`src/rtl/friscv_uc_if.sv`:
```
// Signals exchanged between the Frisc-V dispenser datapath (master) and its
// control unit (slave).
interface friscv_uc_if;
  logic       liga_frisc_edge;
  logic       liga_suco_1_edge;
  logic       liga_suco_2_edge;
  logic       fim_medida;
  logic       copo_posicionado;
  logic       inicia_medida;
  logic       bomba_1;
  logic       bomba_2;
  logic       pronto;
  logic       sem_copo;
  logic       erro_sensor;
  logic [3:0] db_estado;

  modport master (
    output liga_frisc_edge, liga_suco_1_edge, liga_suco_2_edge,
           fim_medida, copo_posicionado,
    input  inicia_medida, bomba_1, bomba_2, pronto, sem_copo,
           erro_sensor, db_estado
  );

  modport slave (
    input  liga_frisc_edge, liga_suco_1_edge, liga_suco_2_edge,
           fim_medida, copo_posicionado,
    output inicia_medida, bomba_1, bomba_2, pronto, sem_copo,
           erro_sensor, db_estado
  );
endinterface

```
`src/rtl/friscv_uc.sv`:
```
// Frisc-V juice dispenser control unit: power toggle, juice selection, cup
// check, timed filling with periodic re-measurement, and sensor timeout.
module friscv_uc #(
  parameter int CICLOS_BOMBA    = 250_000_000,
  parameter int CICLOS_REMEDIDA = 25_000_000,
  parameter int CICLOS_TIMEOUT  = 50_000_000
) (
  input logic        clock,
  input logic        reset,
  friscv_uc_if.slave bus
);

  localparam int FW = (CICLOS_BOMBA    > 1) ? $clog2(CICLOS_BOMBA)    : 1;
  localparam int RW = (CICLOS_REMEDIDA > 1) ? $clog2(CICLOS_REMEDIDA) : 1;
  localparam int TW = (CICLOS_TIMEOUT  > 1) ? $clog2(CICLOS_TIMEOUT)  : 1;

  localparam logic [FW-1:0] FILL_LAST = FW'(CICLOS_BOMBA - 1);
  localparam logic [RW-1:0] REM_LAST  = RW'(CICLOS_REMEDIDA - 1);
  localparam logic [TW-1:0] TMO_LAST  = TW'(CICLOS_TIMEOUT - 1);

  typedef enum logic [3:0] {
    DESLIGADO = 4'd0,
    OCIOSO    = 4'd1,
    MEDE      = 4'd2,
    AGUARDA   = 4'd3,
    AVALIA    = 4'd4,
    ENCHE     = 4'd5,
    FIM       = 4'd6,
    SEM_COPO  = 4'd7,
    ERRO      = 4'd8
  } state_t;

  state_t        state_q, state_d;
  logic [1:0]    sel_q, sel_d;
  logic          copo_q, copo_d;
  logic [FW-1:0] fill_q, fill_d;
  logic [RW-1:0] rem_q, rem_d;
  logic [TW-1:0] tmo_q, tmo_d;
  logic          suco_req;

  assign suco_req = bus.liga_suco_1_edge | bus.liga_suco_2_edge;

  always_ff @(posedge clock) begin
    if (reset) begin
      state_q <= DESLIGADO;
      sel_q   <= '0;
      copo_q  <= 1'b0;
      fill_q  <= '0;
      rem_q   <= '0;
      tmo_q   <= '0;
    end else begin
      state_q <= state_d;
      sel_q   <= sel_d;
      copo_q  <= copo_d;
      fill_q  <= fill_d;
      rem_q   <= rem_d;
      tmo_q   <= tmo_d;
    end
  end

  // The power toggle is applied last so it overrides every other transition.
  always_comb begin
    state_d = state_q;
    case (state_q)
      DESLIGADO: if (bus.liga_frisc_edge) state_d = OCIOSO;
      OCIOSO:    if (suco_req) state_d = MEDE;
      MEDE:      state_d = AGUARDA;
      AGUARDA: begin
        if (bus.fim_medida)         state_d = AVALIA;
        else if (tmo_q == TMO_LAST) state_d = ERRO;
      end
      AVALIA:    state_d = copo_q ? ENCHE : SEM_COPO;
      ENCHE: begin
        if (bus.fim_medida && !bus.copo_posicionado) state_d = SEM_COPO;
        else if (fill_q == FILL_LAST)                state_d = FIM;
      end
      FIM:       state_d = OCIOSO;
      SEM_COPO:  if (suco_req) state_d = MEDE;
      ERRO:      state_d = ERRO;
      default:   state_d = DESLIGADO;
    endcase
    if (bus.liga_frisc_edge && state_q != DESLIGADO) state_d = DESLIGADO;
  end

  // Counters run only while their state persists, so leaving clears them.
  always_comb begin
    sel_d  = sel_q;
    copo_d = copo_q;
    fill_d = '0;
    rem_d  = '0;
    tmo_d  = '0;
    if (state_d == MEDE && state_q != MEDE)
      sel_d = bus.liga_suco_1_edge ? 2'd1 : 2'd2;
    if (state_q == AGUARDA && bus.fim_medida)
      copo_d = bus.copo_posicionado;
    if (state_q == AGUARDA && state_d == AGUARDA && tmo_q != TMO_LAST)
      tmo_d = tmo_q + TW'(1);
    if (state_q == ENCHE && state_d == ENCHE) begin
      fill_d = (fill_q == FILL_LAST) ? fill_q : fill_q + FW'(1);
      rem_d  = (rem_q == REM_LAST) ? '0 : rem_q + RW'(1);
    end
  end

  always_comb begin
    bus.inicia_medida = 1'b0;
    bus.bomba_1       = 1'b0;
    bus.bomba_2       = 1'b0;
    bus.pronto        = 1'b0;
    bus.sem_copo      = 1'b0;
    bus.erro_sensor   = 1'b0;
    bus.db_estado     = state_q;
    case (state_q)
      MEDE:     bus.inicia_medida = 1'b1;
      ENCHE: begin
        bus.inicia_medida = (rem_q == REM_LAST);
        bus.bomba_1       = (sel_q == 2'd1);
        bus.bomba_2       = (sel_q == 2'd2);
      end
      FIM:      bus.pronto      = 1'b1;
      SEM_COPO: bus.sem_copo    = 1'b1;
      ERRO:     bus.erro_sensor = 1'b1;
      default:  ;
    endcase
  end

endmodule

```
`src/flat_wrapper.sv`:
```
// flat-port wrapper written by rule: the top's interface ports become plain ports
module friscv_uc_flat 
#(
  parameter int CICLOS_BOMBA    = 250_000_000,
  parameter int CICLOS_REMEDIDA = 25_000_000,
  parameter int CICLOS_TIMEOUT  = 50_000_000
)
  (clock, reset, bus_liga_frisc_edge, bus_liga_suco_1_edge, bus_liga_suco_2_edge, bus_fim_medida, bus_copo_posicionado, bus_inicia_medida, bus_bomba_1, bus_bomba_2, bus_pronto, bus_sem_copo, bus_erro_sensor, bus_db_estado);
  friscv_uc_if bus_i ();
  input logic clock;
  input logic reset;
  input wire logic [$bits(bus_i.liga_frisc_edge)-1:0] bus_liga_frisc_edge;
  input wire logic [$bits(bus_i.liga_suco_1_edge)-1:0] bus_liga_suco_1_edge;
  input wire logic [$bits(bus_i.liga_suco_2_edge)-1:0] bus_liga_suco_2_edge;
  input wire logic [$bits(bus_i.fim_medida)-1:0] bus_fim_medida;
  input wire logic [$bits(bus_i.copo_posicionado)-1:0] bus_copo_posicionado;
  output wire logic [$bits(bus_i.inicia_medida)-1:0] bus_inicia_medida;
  output wire logic [$bits(bus_i.bomba_1)-1:0] bus_bomba_1;
  output wire logic [$bits(bus_i.bomba_2)-1:0] bus_bomba_2;
  output wire logic [$bits(bus_i.pronto)-1:0] bus_pronto;
  output wire logic [$bits(bus_i.sem_copo)-1:0] bus_sem_copo;
  output wire logic [$bits(bus_i.erro_sensor)-1:0] bus_erro_sensor;
  output wire logic [$bits(bus_i.db_estado)-1:0] bus_db_estado;
  assign bus_i.liga_frisc_edge = bus_liga_frisc_edge;
  assign bus_i.liga_suco_1_edge = bus_liga_suco_1_edge;
  assign bus_i.liga_suco_2_edge = bus_liga_suco_2_edge;
  assign bus_i.fim_medida = bus_fim_medida;
  assign bus_i.copo_posicionado = bus_copo_posicionado;
  assign bus_inicia_medida = bus_i.inicia_medida;
  assign bus_bomba_1 = bus_i.bomba_1;
  assign bus_bomba_2 = bus_i.bomba_2;
  assign bus_pronto = bus_i.pronto;
  assign bus_sem_copo = bus_i.sem_copo;
  assign bus_erro_sensor = bus_i.erro_sensor;
  assign bus_db_estado = bus_i.db_estado;
  friscv_uc #(.CICLOS_BOMBA(CICLOS_BOMBA), .CICLOS_REMEDIDA(CICLOS_REMEDIDA), .CICLOS_TIMEOUT(CICLOS_TIMEOUT)) u_core (.clock(clock), .reset(reset), .bus(bus_i));
endmodule
```
`config.mk`:
```
export PLATFORM = sky130hd
export DESIGN_NAME = friscv_uc_flat
export DESIGN_NICKNAME = d
export VERILOG_FILES = /design/src/rtl/friscv_uc_if.sv /design/src/rtl/friscv_uc.sv /design/src/flat_wrapper.sv
export SDC_FILE = /design/constraint.sdc
export NUM_CORES = 1
export LEC_CHECK = 0
export ABC_AREA = 1
export BUFFER_PORTS_ARGS = -buffer_cell sky130_fd_sc_hd__buf_2
export CELL_PAD_IN_SITES_DETAIL_PLACEMENT = 1
export CELL_PAD_IN_SITES_GLOBAL_PLACEMENT = 2
export CORE_MARGIN = 1.5
export CORE_UTILIZATION = 30
export DETAILED_ROUTE_END_ITERATION = 16
export GPL_TIMING_DRIVEN = 0
export PLACE_DENSITY = 0.67
export SYNTH_ARGS = -nofsm -noshare
export SYNTH_HDL_FRONTEND = slang
export SYNTH_SLANG_ARGS = --single-unit
```
`constraint.sdc`:
```
create_clock -name clock -period 2.5 [get_ports clock]
set_input_delay 0 -clock clock [delete_from_list [all_inputs] [get_ports clock]]
set_output_delay 0 -clock clock [all_outputs]
set_load 0.01 [all_outputs]
```
==> impl_metrics.py, run 1 <==
metrics = {
    "global_routing": {
        "grt_pass1_wl_um": 21500,
        "gr-usage-all-layers": 0.165,
        "antenna_found_initial": 0,
        "grt_pass1_vias": 4442,
        "gr-total-overflow": 0,
        "grt_max_degree": 15,
    },
    "routing": {
        "dr.pass1.iters": 4,
        "wl_per_cell_um": 13.5,
        "antenna_left": 0,
        "drc_errors": 0,
        "vias_per_cell": 4.71,
        "via_count": 4209,
        "routed_wl_um": 12000,
        "drt_iter0_drc": 114,
    },
    "final_layout": {
        "drive_above_1_share": 0.110,
        "fillerInstances": 1900,
        "fin_area_um2": 5220,
        "fin_nets": 714,
        "seqCellArea_um2": 1720,
        "multiInputGateArea_um2": 2440,
        "n_antenna_cell": 0,
        "area_growth_pct": 14.2,
    },
    "cts": {
        "clockRootBuffer": "clkbuf_16",
        "cts_tree": "built",
        "cts_num_sinks": 86,
        "clk_path_buf_depth": 2,
        "cts-buffers-inserted": 9,
        "cts_post_setup_buffers_inserted": 0,
        "path_clk_slew_ps": 70,
        "clkLatencyLatePin_ps": 350,
        "cts.htree.levels": 3,
    },
    "worst_setup_path": {
        "rr_worst_depth": 13,
        "r2r_slack_ps": 290,
        "crit_required_ps": 2730,
        "start_kind": "flip-flop",
        "worstPathMaxFanout": 10,
        "worstSetupEndpointType": "flip-flop",
        "r2r-end": "u_core.rem_q[20]",
        "arrival_ps": 2440,
        "critPathKind": "flip-flop to flip-flop",
        "cp-endpoint": "u_core.rem_q[20]",
        "timing.critical_path.from": "u_core.fill_q[1]",
        "rr_startpoint": "u_core.fill_q[1]",
    },
    "timing": {
        "fmax_mhz": 452,
        "skew_ps": 7.03,
        "hold_viol": 0,
        "fin_setup_tns_ps": 0,
        "worstMarginPinSlew_ps": 590,
        "setup_viol": 0,
        "final.min_clock_period_ps": 2210,
        "final_max_slew_viol_count": 0,
        "max-slew-margin-rel": 0.603,
        "fin_crit_sh": 0.885,
        "rsz0062_at_grt": "false",
    },
    "power": {
        "switchingPower_uw": 716,
        "p_int_uw": 2220,
        "pwr-share-seq": 0.477,
        "leakage_uw": 0.00176,
        "p_sw_frac": 0.244,
        "p_clk_frac": 0.465,
        "irDropWorstVdd_mv": 0.294,
        "p_per_area_nw_per_um2": 562,
        "pwr-share-comb": 0.058,
    },
    "yosys": {
        "synth_common_cells": "nand2_1 (142), nor2_1 (124), inv_1 (96)",
        "synth_area_um2": 4570,
        "ys_async_sr_fraction": 0,
        "synth_area_leader_cell": "dfxtp_1",
        "yosys.area_share.simple": 0.405,
        "netlist.area_leader.share": 0.377,
        "ys_warn_count": 0,
        "synth-seq-cells": 86,
        "synth_fa_ha_area_frac": 0.00821,
        "synth_seq_area_share": 0.377,
        "synth_compound_area_frac": 0.0512,
        "synth_edf_count": 0,
        "ys.flop_type": "dfxtp_1",
        "muxShareOfSynthArea": 0,
        "synth_xor_xnor_area_share": 0.0671,
        "synth_top_family_by_area": "simple AND/OR/NAND/NOR gates",
        "syn_inst": 673,
        "ys_top_cells_by_area": "dfxtp_1 (38%), nand2_1 (12%), nor2_1 (10%)",
        "synth_cell_type_count": 33,
        "syn_nets": 683,
        "yosysMostFrequentCell": "nand2_1",
        "post_synth.cell_area_avg_um2": 6.79,
    },
    "run_status": {
        "status": "finished, final reports clean",
    },
    "floorplanning": {
        "start_util": 0.311,
        "core_um2": 14700,
        "row_count": 44,
        "pin_count": 17,
        "die_width_um": 126,
        "dieHeight_um": 126,
        "die_area_um2": 16000,
    },
    "placed_design": {
        "dpl_cell_area_um2": 4880,
        "dp.final_hpwl_um": 9480,
        "routabilityCongestion": 0.754,
        "port_buffers": 16,
    },
    "min_path": {
        "min_path_type": "input port to flip-flop",
    },
    "job": {
        "maxCapViolations": 0,
    },
}
## cell families after synthesis
family,count (synthesis)
simple gates,402
buf+inv,105
flops,86
compound gates,42
xor+xnor,35
fa+ha+maj,3
## sequential cells by signal, indices dropped and copies added (netlist names)
register / cells
u_core.copo_q: 1
u_core.fill_q: 28
u_core.tmo_q: 26
u_core.sel_q: 2
u_core.rem_q: 25
u_core.bus.db_estado: 4
## power by group through the flow
stage | logic, µW | clock network (µW) | registers (µW)
finish | 170 | 1370 | 1400
global route | 198 | 1480 | 1400
CTS | 173 | 1420 | 1400
detailed placement | 167 | 0 | 1430
global placement | 163 | 0 | 1430
floorplan | 113 | 0 | 1430
## area by class of cell
type | count | share of cell area
clock inverters | 5 | 0.0113
inverters | 98 | 0.0705
repair buffers | 20 | 0.0230
multi-input cells | 482 | 0.467
well taps | 184 | 0.0441
plain buffers | 7 | 0.0103
flip-flops and latches | 86 | 0.330
clock buffers | 11 | 0.0446
## through the flow
stage                     utilization  std cells  total power (µW)  setup slack (ps)  hold slack, ps
after floorplan                     -        673              1540               747            69.1
final                           0.355        893              2930               286            26.3
after global placement          0.332        873              1590               265             271
after CTS                       0.355        893              3000              60.1            6.84
after global routing            0.355        893              3080              5.18            38.6
after detailed placement        0.332        873              1600               227             276
## repair_timing
action,4_1_cts,5_1_grt
gates resized for setup,0,2
setup endpoints to repair,0,2
hold buffers,4,0
hold endpoints to repair,5,0
## critical path: stages, from the launching register on
cell     delay (ps)
dfxtp_1         370
ha_1            190
nand3_1         170
inv_1           140
nand2_1          60
nor2_1          250
nand3_1         150
nand3_2         150
nor2_4           50
nand2_4         160
nor2_4           60
inv_2           120
buf_6           160
a21oi_2          40
## how the worst min path moves through the flow
stage                     cells past startpoint                 endpoint           startpoint  slack (ps)
after floorplan                               1          u_core.sel_q[1]                reset          70
after global routing                          4  u_core.bus.db_estado[0]  bus_liga_frisc_edge          40
after CTS                                     4  u_core.bus.db_estado[0]  bus_liga_frisc_edge           7
after detailed placement                      2  u_core.bus.db_estado[3]                reset         280
final                                         4  u_core.bus.db_estado[0]  bus_liga_frisc_edge          30
after global placement                        2          u_core.sel_q[1]                reset         270
## metal layers
metal	up-vias	share of wire	global-route usage
li1	2187	-	-
met1	1990	0.51	0.219
met2	21	0.45	0.272
met3	11	0.018	0.0325
met4	0	0.014	0.0467
met5	-	0	0
## placed cells by master (no fill, tap or decap), drive strengths merged
cell type    Yosys  final
nand4           21     21
clkinvlp         0      2
o21ai           13     13
nor3            34     34
o22ai            1      1
dlygate4sd3      0      4
dfxtp           86     86
o21a             1      1
clkinv           0      1
a21oi           22     22
or2              8      8
nor4             9      9
bufinv           0      1
ha               3      3
nor2           136    136
a211oi           1      1
xor2            20     20
o31ai            1      1
buf              7     23
and3             2      2
nand3           37     37
a31oi            3      3
xnor2           15     15
clkbuf           0     11
inv             98     99
nand2          148    148
nor3b            7      7
Note: power is estimated with default switching activity, not from simulation.
==> run 2, diff against run 1 <==
--- a/config.mk
+++ b/config.mk
@@ -7,13 +7,12 @@
 export LEC_CHECK = 0
 export ABC_AREA = 1
 export BUFFER_PORTS_ARGS = -buffer_cell sky130_fd_sc_hd__buf_2
-export CELL_PAD_IN_SITES_DETAIL_PLACEMENT = 1
-export CELL_PAD_IN_SITES_GLOBAL_PLACEMENT = 2
+export CAP_MARGIN = 0
 export CORE_MARGIN = 1.5
 export CORE_UTILIZATION = 30
 export DETAILED_ROUTE_END_ITERATION = 16
 export GPL_TIMING_DRIVEN = 0
-export PLACE_DENSITY = 0.67
+export PLACE_DENSITY = 0.42
 export SYNTH_ARGS = -nofsm -noshare
 export SYNTH_HDL_FRONTEND = slang
 export SYNTH_SLANG_ARGS = --single-unit
==> run 2 against run 1 <==
Net effect: critical path depth unchanged; non-clock buffer count unchanged; via count down 3.5%; combinational power down 5%; worst setup slack worse by 14 ps; register-to-register slack about the same; clock power about the same; total power about the same; utilization about the same; routed wire length down 9.8%; critical path type unchanged; largest power group unchanged.
==> impl_metrics.py, run 2 (same netlist as run 1, synthesis figures left out) <==
metrics = {
    "final_layout": {
        "largestRegisters": "u_core.fill_q x28, u_core.tmo_q x26, u_core.rem_q x25",
        "n_antenna_cell": 0,
        "fin_nets": 714,
        "final_common_cell": "nand2_1",
        "largest_reg_flops": 28,
        "top_register": "u_core.fill_q",
        "drive_above_1_share": 0.111,
        "final_cell_mix": "nand2_1 (142), nor2_1 (124), inv_1 (96)",
        "fillerInstances": 1574,
        "area_growth_pct": 14.4,
        "fin_area_um2": 5230,
    },
    "worst_setup_path": {
        "critPathKind": "flip-flop to flip-flop",
        "worstSetupEndpointType": "flip-flop",
        "start_kind": "flip-flop",
        "worstPathMaxFanout": 10,
        "r2r_slack_ps": 270,
        "path_buf_inv": 3,
        "path_delay_family": "simple AND/OR/NAND/NOR gates",
        "arrival_ps": 2470,
        "slowest_delay_ps": 380,
        "crit_required_ps": 2740,
        "cpMaxStageDelayCell": "dfxtp_1",
        "crit_chain": "ha_1, nand3_1, inv_1, nand2_1, nor2_1, nand3_1, nand3_2, nor2_4, nand2_4, nor2_4, inv_2, buf_6, nor2_1",
    },
    "global_routing": {
        "grt_pass1_wl_um": 18900,
        "gr-usage-all-layers": 0.148,
        "grt_max_degree": 15,
        "antenna_found_initial": 0,
        "gr-total-overflow": 0,
        "grt_pass1_vias": 3946,
    },
    "routing": {
        "drc_errors": 0,
        "wl_per_cell_um": 12.2,
        "routed_wl_um": 10900,
        "dr.pass1.iters": 4,
        "antenna_left": 0,
        "drt_iter0_drc": 222,
        "vias_per_cell": 4.55,
        "via_count": 4063,
    },
    "floorplanning": {
        "die_area_um2": 16000,
        "die_width_um": 126,
        "row_count": 44,
        "dieHeight_um": 126,
        "pin_count": 17,
        "core_um2": 14700,
        "start_util": 0.311,
    },
    "cts": {
        "cts_num_sinks": 86,
        "path_clk_slew_ps": 60,
        "cts_post_setup_buffers_inserted": 0,
        "cts-buffers-inserted": 9,
        "cts.htree.levels": 3,
        "clk_path_buf_depth": 2,
        "clockRootBuffer": "clkbuf_16",
        "cts_tree": "built",
        "clkLatencyLatePin_ps": 350,
    },
    "placed_design": {
        "routabilityCongestion": 0.810,
        "dpl_cell_area_um2": 4880,
        "dp.final_hpwl_um": 8260,
        "port_buffers": 16,
    },
    "job": {
        "maxCapViolations": 0,
    },
    "timing": {
        "skew_ps": 9.16,
        "hold_viol": 0,
        "fin_setup_tns_ps": 0,
        "whs_ps": 20.4,
        "rsz0062_at_grt": "false",
        "worstMarginPinSlew_ps": 606,
        "setup_viol": 0,
        "fin_crit_sh": 0.891,
        "fmax_mhz": 449,
        "max-slew-margin-rel": 0.592,
        "final.min_clock_period_ps": 2230,
        "final_max_slew_viol_count": 0,
    },
    "min_path": {
        "min_path_type": "input port to flip-flop",
    },
    "power": {
        "irDropWorstVdd_mv": 0.272,
        "p_per_area_nw_per_um2": 562,
        "leakage_uw": 0.00177,
    },
    "run_status": {
        "status": "finished, final reports clean",
    },
}
==> run 2: power by group <==
part	leakage [µW]	switching, µW	internal (µW)
registers	0.000693	17.3	1380
logic	0.000932	105	56.5
clock network	0.000148	576	798
==> run 2: final timing paths <==
| check | startpoint | to | cells after the start |
|---|---|---|---|
| setup reg to reg | u_core.fill_q[1] | u_core.rem_q[21] | 13 |
| setup / recovery | u_core.fill_q[1] | u_core.rem_q[21] | 13 |
| hold reg to reg | u_core.rem_q[0] | u_core.rem_q[0] | 1 |
| hold / removal | bus_liga_frisc_edge | u_core.bus.db_estado[0] | 4 |
==> run 2: cell type report <==
cell class | count | area [µm²] | area share
Multi-Input combinational cell | 482 | 2430 | 0.466
Sequential cell | 86 | 1720 | 0.329
Inverter | 98 | 368 | 0.0704
Clock buffer | 10 | 239 | 0.0457
Tap cell | 184 | 230 | 0.0440
Timing Repair Buffer | 20 | 120 | 0.0230
Clock inverter | 6 | 61.3 | 0.0117
Buffer | 7 | 53.8 | 0.0103
==> run 2: per-stage QoR <==
step	power [µW]	worst slack, ps	util	cells
2_1_floorplan	1540	747	-	673
3_3_place_gp	1590	292	0.332	873
3_5_place_dp	1590	249	0.332	873
4_1_cts	2990	85.9	0.355	893
5_1_grt	3090	17.5	0.356	893
6_report	2940	272	0.356	893
==> run 2: timing repair <==
| item | 4_1_cts | 5_1_grt |
|---|---|---|
| setup endpoints to repair | 0 | 1 |
| hold buffers | 4 | 0 |
| gates resized for setup | 0 | 1 |
| hold endpoints to repair | 5 | 0 |
==> run 2: per-layer routing <==
layer	up-vias	share of wire	wire, µm	global-route usage
met3	15	0.023	253	0.0219
li1	2193	-	-	-
met4	0	0.022	243	0.0723
met2	47	0.44	4820	0.232
met1	1808	0.51	5540	0.200
met5	-	0	0	0
==> run 2: worst register-to-register path: cells and delay by family, from the launching register on <==
kind,cells,cell delay [ps]
buf+inv,3,450
flops,1,380
simple gates,9,1100
fa+ha+maj,1,190
